`src/rtl/xadc_avg_filter_if.sv`:
```
// Sample/average bus between the XADC wrapper, the block averager and the data register.
// Carries no state and adds no latency; the interface is only wiring.
// No backpressure: a sample offered with i_sample_valid is always taken (or dropped by i_clear).
interface xadc_avg_filter_if #(
  parameter int DATA_W = 12,
  parameter int LOG2_N = 3
);
  logic              i_sample_valid;
  logic [DATA_W-1:0] i_sample;
  logic              i_clear;
  logic [DATA_W-1:0] i_limit;
  logic [DATA_W-1:0] o_avg;
  logic              o_avg_valid;
  logic              o_busy;
  logic [LOG2_N:0]   o_count;
  logic              o_alarm;

  // Producer side: the XADC wrapper / control logic driving samples and observing the mean.
  modport master (
    output i_sample_valid,
    output i_sample,
    output i_clear,
    output i_limit,
    input  o_avg,
    input  o_avg_valid,
    input  o_busy,
    input  o_count,
    input  o_alarm
  );

  // Averager side.
  modport slave (
    input  i_sample_valid,
    input  i_sample,
    input  i_clear,
    input  i_limit,
    output o_avg,
    output o_avg_valid,
    output o_busy,
    output o_count,
    output o_alarm
  );
endinterface

```
`src/rtl/xadc_avg_filter.sv`:
```
// Block averager: sums 2**LOG2_N accepted XADC codes and emits their truncated mean.
// Latency: o_avg/o_avg_valid appear one cycle after the N-th sample is accepted.
// No backpressure: every valid sample is consumed; i_clear flushes and drops a coincident sample.
// Optional build macro AVG_ALARM_EN enables the sticky over-limit alarm (otherwise o_alarm is 0).
module xadc_avg_filter #(
  parameter int DATA_W = 12,
  parameter int LOG2_N = 3
) (
  input logic               clk,
  input logic               rst,
  xadc_avg_filter_if.slave  bus
);

  localparam int N     = 1 << LOG2_N;
  localparam int ACC_W = DATA_W + LOG2_N;
  localparam int CNT_W = LOG2_N + 1;

  localparam logic [CNT_W-1:0] CNT_ONE  = CNT_W'(1);
  localparam logic [CNT_W-1:0] CNT_LAST = CNT_W'(N - 1);

  typedef enum logic [1:0] {
    IDLE = 2'd0,
    ACC  = 2'd1,
    OUT  = 2'd2
  } state_t;

  state_t            state;
  logic [ACC_W-1:0]  acc;
  logic [CNT_W-1:0]  count;
  logic [DATA_W-1:0] avg_q;
  logic              avg_vld_q;

  // A sample only counts when it is not flushed by a same-cycle clear.
  logic take;
  assign take = bus.i_sample_valid & ~bus.i_clear;

  logic in_acc;
  assign in_acc = (state == ACC);

  // Running sum including the sample offered now; outside ACC the sample starts a fresh block.
  logic [ACC_W-1:0] sum_in;
  logic [CNT_W-1:0] count_next;
  always_comb begin
    sum_in     = ACC_W'(bus.i_sample);
    count_next = CNT_ONE;
    if (in_acc) begin
      sum_in     = acc + ACC_W'(bus.i_sample);
      count_next = count + CNT_ONE;
    end
  end

  // This accepted sample completes the block; with N==1 every sample does.
  logic last;
  assign last = take & (in_acc ? (count == CNT_LAST) : (N == 1));

  // Truncated mean: drop the LOG2_N fraction bits, no rounding.
  logic [DATA_W-1:0] mean;
  assign mean = sum_in[ACC_W-1:LOG2_N];

`ifdef AVG_ALARM_EN
  logic alarm_q;
  logic over_limit;
  assign over_limit = (mean > bus.i_limit);
`endif

  // Block FSM: accumulate, then present the mean with a one-cycle strobe in OUT.
  always_ff @(posedge clk or negedge rst) begin
    if (!rst) begin
      state     <= IDLE;
      acc       <= '0;
      count     <= '0;
      avg_q     <= '0;
      avg_vld_q <= 1'b0;
`ifdef AVG_ALARM_EN
      alarm_q   <= 1'b0;
`endif
    end else begin
      avg_vld_q <= 1'b0;
      if (bus.i_clear) begin
        // Flush the partial block; the last published mean is kept.
        state   <= IDLE;
        acc     <= '0;
        count   <= '0;
`ifdef AVG_ALARM_EN
        alarm_q <= 1'b0;
`endif
      end else if (take) begin
        acc   <= sum_in;
        count <= count_next;
        if (last) begin
          // Mean and strobe are registered together so they land in the OUT cycle.
          state     <= OUT;
          avg_q     <= mean;
          avg_vld_q <= 1'b1;
`ifdef AVG_ALARM_EN
          if (over_limit) begin
            alarm_q <= 1'b1;
          end
`endif
        end else begin
          state <= ACC;
        end
      end else if (state == OUT) begin
        // No follow-on sample: block is done, go idle with an empty count.
        state <= IDLE;
        acc   <= '0;
        count <= '0;
      end
    end
  end

  assign bus.o_avg       = avg_q;
  assign bus.o_avg_valid = avg_vld_q;
  assign bus.o_busy      = in_acc;
  assign bus.o_count     = count;

`ifdef AVG_ALARM_EN
  assign bus.o_alarm = alarm_q;
`else
  // Alarm disabled: threshold input is intentionally ignored.
  logic unused_limit;
  assign unused_limit = ^bus.i_limit;
  assign bus.o_alarm  = 1'b0;
`endif

endmodule

```
`src/flat_wrapper.sv`:
```
// flat-port wrapper written by rule: the top's interface ports become plain ports
module xadc_avg_filter_flat 
#(
  parameter int DATA_W = 12,
  parameter int LOG2_N = 3
)
  (clk, rst, bus_i_sample_valid, bus_i_sample, bus_i_clear, bus_i_limit, bus_o_avg, bus_o_avg_valid, bus_o_busy, bus_o_count, bus_o_alarm);
  xadc_avg_filter_if #(.DATA_W(DATA_W), .LOG2_N(LOG2_N)) bus_i ();
  input logic clk;
  input logic rst;
  input wire logic [$bits(bus_i.i_sample_valid)-1:0] bus_i_sample_valid;
  input wire logic [$bits(bus_i.i_sample)-1:0] bus_i_sample;
  input wire logic [$bits(bus_i.i_clear)-1:0] bus_i_clear;
  input wire logic [$bits(bus_i.i_limit)-1:0] bus_i_limit;
  output wire logic [$bits(bus_i.o_avg)-1:0] bus_o_avg;
  output wire logic [$bits(bus_i.o_avg_valid)-1:0] bus_o_avg_valid;
  output wire logic [$bits(bus_i.o_busy)-1:0] bus_o_busy;
  output wire logic [$bits(bus_i.o_count)-1:0] bus_o_count;
  output wire logic [$bits(bus_i.o_alarm)-1:0] bus_o_alarm;
  assign bus_i.i_sample_valid = bus_i_sample_valid;
  assign bus_i.i_sample = bus_i_sample;
  assign bus_i.i_clear = bus_i_clear;
  assign bus_i.i_limit = bus_i_limit;
  assign bus_o_avg = bus_i.o_avg;
  assign bus_o_avg_valid = bus_i.o_avg_valid;
  assign bus_o_busy = bus_i.o_busy;
  assign bus_o_count = bus_i.o_count;
  assign bus_o_alarm = bus_i.o_alarm;
  xadc_avg_filter #(.DATA_W(DATA_W), .LOG2_N(LOG2_N)) u_core (.clk(clk), .rst(rst), .bus(bus_i));
endmodule
```
`config.mk`:
```
export PLATFORM = sky130hd
export DESIGN_NAME = xadc_avg_filter_flat
export DESIGN_NICKNAME = d
export VERILOG_FILES = /design/src/rtl/xadc_avg_filter_if.sv /design/src/rtl/xadc_avg_filter.sv /design/src/flat_wrapper.sv
export SDC_FILE = /design/constraint.sdc
export NUM_CORES = 1
export LEC_CHECK = 0
export BUFFER_PORTS_ARGS = -buffer_cell sky130_fd_sc_hd__buf_2
export CAP_MARGIN = 20
export CORE_UTILIZATION = 54
export DETAILED_ROUTE_END_ITERATION = 10
export PLACE_DENSITY = 0.79
export SYNTH_ARGS = -nofsm -noshare
export SYNTH_HDL_FRONTEND = slang
export SYNTH_SLANG_ARGS = --single-unit
```
`constraint.sdc`:
```
create_clock -name clk -period 2.3 [get_ports clk]
set_input_delay 0.115 -clock clk [delete_from_list [all_inputs] [get_ports clk]]
set_output_delay 0.115 -clock clk [all_outputs]
set_load 0.05 [all_outputs]
```
==> results.sh <==
export IMPL_wl_per_cell_um=15.0
export IMPL_post_route_period_util_pct=95.9
export IMPL_power_density_nw_per_um2=567
export IMPL_gp_congestion=0.827
export IMPL_clk_pin_slew_ns=0.07
export IMPL_leakage_uw=0.00128
export IMPL_drc=0
export IMPL_ys_seq_elements=34
export IMPL_min_path_cells=2
export IMPL_hold_violations=0
export IMPL_grt_pass1_vias=1786
export IMPL_worstHoldPathType="input pin to flop"
export IMPL_htreeDepth=2
export IMPL_drive_gt1_share_pct=25.4
export IMPL_start_kind="flop"
export IMPL_drt_initial_drc_count=102
export IMPL_rows=22
export IMPL_reg2reg_slack_ns=0.09
export IMPL_crit_fanout=5
export IMPL_vias=1828
export IMPL_r2r_end="u_core.bus.o_avg[10]"
export IMPL_holdPathEnd="u_core.state[0]"
export IMPL_stdcell_count=316
export IMPL_port_buffers=33
export IMPL_overflow=0
export IMPL_cp_end_kind="flop"
export IMPL_dp_cells=306
export IMPL_cts_tree="yes"
export IMPL_diodes=0
export IMPL_syn_area_per_cell_um2=9.47
export IMPL_syn_area_um2=2150
export IMPL_syn_nets=269
export IMPL_peakVddDrop_mv=0.350
export IMPL_maxSlewHeadroom_pct=50.4
export IMPL_ys_types=54
export IMPL_synthCells=227
export IMPL_die_h_um=65.1
export IMPL_synth_edff_count=0
export IMPL_rr_worst_depth=7
export IMPL_die_area_um2=4240
export IMPL_clock_sinks=34
export IMPL_area_delta_synth_final_pct=16.8
export IMPL_setup_viol=0
export IMPL_worst_skew_pair_late_latency_ns=0.29
export IMPL_fmaxAchievable_mhz=453
export IMPL_async_flop_share_pct=100
export IMPL_required_ns=2.46
export IMPL_slew_violations=0
export IMPL_hold_start="bus_i_clear"
export IMPL_outcome="complete, no violations"
export IMPL_ys_seq_area_share_pct=39.6
export IMPL_worstMarginPinSlew_ns=0.745
export IMPL_ctsRootBufferMaster="clkbuf_8"
export IMPL_via_per_inst=5.78
export IMPL_drt_wl_total_mm=4.73
export IMPL_start_util_pct=57.5
export IMPL_cts_buffer_depth=2
export IMPL_io_pins=47
export IMPL_drt_first_pass_iters=4
export IMPL_grt_max_degree=35
export IMPL_grt_pass1_wl_mm=8.09
export IMPL_n_fill_cell=309
export IMPL_fin_util_pct=67.1
export IMPL_final_setup_skew_ns=0.00365
export IMPL_antenna_found_initial=0
export IMPL_grt_use_total_pct=25.8
export IMPL_placed_area_um2=2380
export IMPL_timing_rr_start="u_core.acc[4]"
export IMPL_hpwl_mm=3.49
export IMPL_cts_made_buffers=5
export IMPL_cp_data_arrival_time_ns=2.37
export IMPL_yosysWarnings=0
export IMPL_ant_nets=0
export IMPL_cap_violations=0
export IMPL_ys_flop_type="dfrtp_1"
export IMPL_die_w_um=65.1
export IMPL_layout_nets=310
export IMPL_crit_type="flop to flop"
export IMPL_fin_area_um2=2510
export IMPL_core_area_um2=3740
export IMPL_rsz0062_at_grt="yes"
export IMPL_min_period_ns=2.21
[sequential cells by signal, indices dropped and copies added (netlist names)]
register	count
u_core.state	2
u_core.bus.o_avg	12
u_core.acc	15
u_core.bus.o_count	4
u_core.bus.o_avg_valid	1
[metrics by stage]
| stage | TNS [ns] | hold slack (ns) | total power (uW) | setup slack (ns) |
|---|---|---|---|---|
| 2_1_floorplan | 0 | -0.181 | 914 | 0.222 |
| 3_3_place_gp | 0 | 0.225 | 995 | 0.135 |
| 3_5_place_dp | 0 | 0.228 | 1010 | 0.0824 |
| 4_1_cts | 0 | 0.0383 | 1420 | 0.0553 |
| 5_1_grt | -0.0141 | 0.0328 | 1500 | -0.0126 |
| 6_report | 0 | 0.0464 | 1420 | 0.0935 |
[placed cells by master, fill, tap and decap left out, types with 3 or more instances in the layout]
| cell type | synthesis | layout |
|---|---|---|
| o21ai_1 | 6 | 6 |
| nor2_1 | 12 | 12 |
| buf_4 | 1 | 7 |
| a31oi_1 | 3 | 3 |
| or3_1 | 3 | 3 |
| nand3_1 | 5 | 5 |
| buf_2 | 3 | 33 |
| mux2_2 | 3 | 3 |
| clkbuf_8 | 0 | 5 |
| nor3_1 | 4 | 4 |
| and3_1 | 3 | 3 |
| a21o_1 | 10 | 10 |
| dfrtp_1 | 34 | 34 |
| xnor2_1 | 5 | 5 |
| a22oi_1 | 3 | 3 |
| ha_1 | 13 | 12 |
| a22o_1 | 6 | 6 |
| inv_1 | 11 | 10 |
| xor2_1 | 4 | 4 |
| nand2b_1 | 3 | 3 |
| a21oi_1 | 11 | 11 |
| o21ai_0 | 14 | 14 |
| nand2_1 | 30 | 30 |
[cells in the mapped netlist (all sizes together), types with 3 or more instances]
library cell / n / area share [%]
or3: 3 / 0.87
nand2: 30 / 5.2
a21o: 10 / 3.5
mux2: 3 / 1.6
inv: 12 / 2.1
nor2: 12 / 2.1
ha: 13 / 7.6
nand3: 5 / 1.2
xnor2: 5 / 2.0
and3: 3 / 0.87
nand2b: 3 / 0.87
a22oi: 3 / 1.0
nor3: 4 / 0.93
a22o: 6 / 2.4
o21ai: 21 / 5.1
buf: 5 / 1.2
a21oi: 13 / 3.4
a31oi: 3 / 0.87
xor2: 4 / 1.6
nor2b: 3 / 1.2
dfrtp: 34 / 40
[area by class of cell]
| type | count | area (um2) | area share, % |
|---|---|---|---|
| Clock inverter | 2 | 10.0 | 0.399 |
| Multi-Input combinational cell | 174 | 1250 | 49.7 |
| Tap cell | 48 | 60.1 | 2.39 |
| Clock buffer | 5 | 68.8 | 2.74 |
| Sequential cell | 34 | 851 | 33.9 |
| Inverter | 12 | 45.0 | 1.79 |
| Timing Repair Buffer | 41 | 228 | 9.07 |
[metal layers]
metal  up-vias  share of wire, %  track usage (%)
met5         -                 0                0
met4         0               1.7             9.24
met3         8               5.3             7.81
met2        54                48             42.7
met1       860                45             31.8
li1        906                 -                -
[where the power goes]
group | leakage, uW | internal [uW] | switching [uW]
Clock | 0.0000438 | 203 | 208
Combinational | 0.000774 | 135 | 233
Sequential | 0.000458 | 627 | 18.8
Total | 0.00128 | 964 | 460
[cells by family after synthesis]
logic type,share of synthesized area [%]
buf+inv,3.66
flops,39.6
xor+xnor,3.66
mux,2.50
simple gates,16.6
fa+ha+maj,8.49
other cells,0.174
compound gates,25.3
[worst max-delay path by stage]
stage | startpoint | end | slack, ns | depth (start not counted)
finish | u_core.acc[4] | u_core.bus.o_avg[10] | 0.09 | 7
global route | u_core.acc[4] | u_core.bus.o_avg[10] | -0.01 | 7
CTS | u_core.acc[0] | u_core.acc[14] | 0.06 | 9
detailed placement | u_core.acc[0] | u_core.acc[14] | 0.08 | 9
global placement | u_core.acc[0] | u_core.acc[14] | 0.13 | 9
floorplan | u_core.bus.o_count[0] | u_core.bus.o_avg[1] | 0.22 | 6
[critical path: stages (launching register included)]
cell,delay [ns]
dfrtp_1,0.40
ha_1,0.41
a21o_1,0.20
a31o_2,0.16
o2111ai_4,0.17
a311oi_2,0.42
mux2i_1,0.24
nand2_1,0.09
[repair_timing]
| item | 4_1_cts | 5_1_grt |
|---|---|---|
| setup endpoints to repair | 0 | 8 |
| hold buffers | 1 | 0 |
| buffers inserted | 0 | 2 |
| endpoints found under the hold margin | 34 | 0 |
| gates resized for setup | 0 | 6 |
Power figures use the tool's default switching activity.
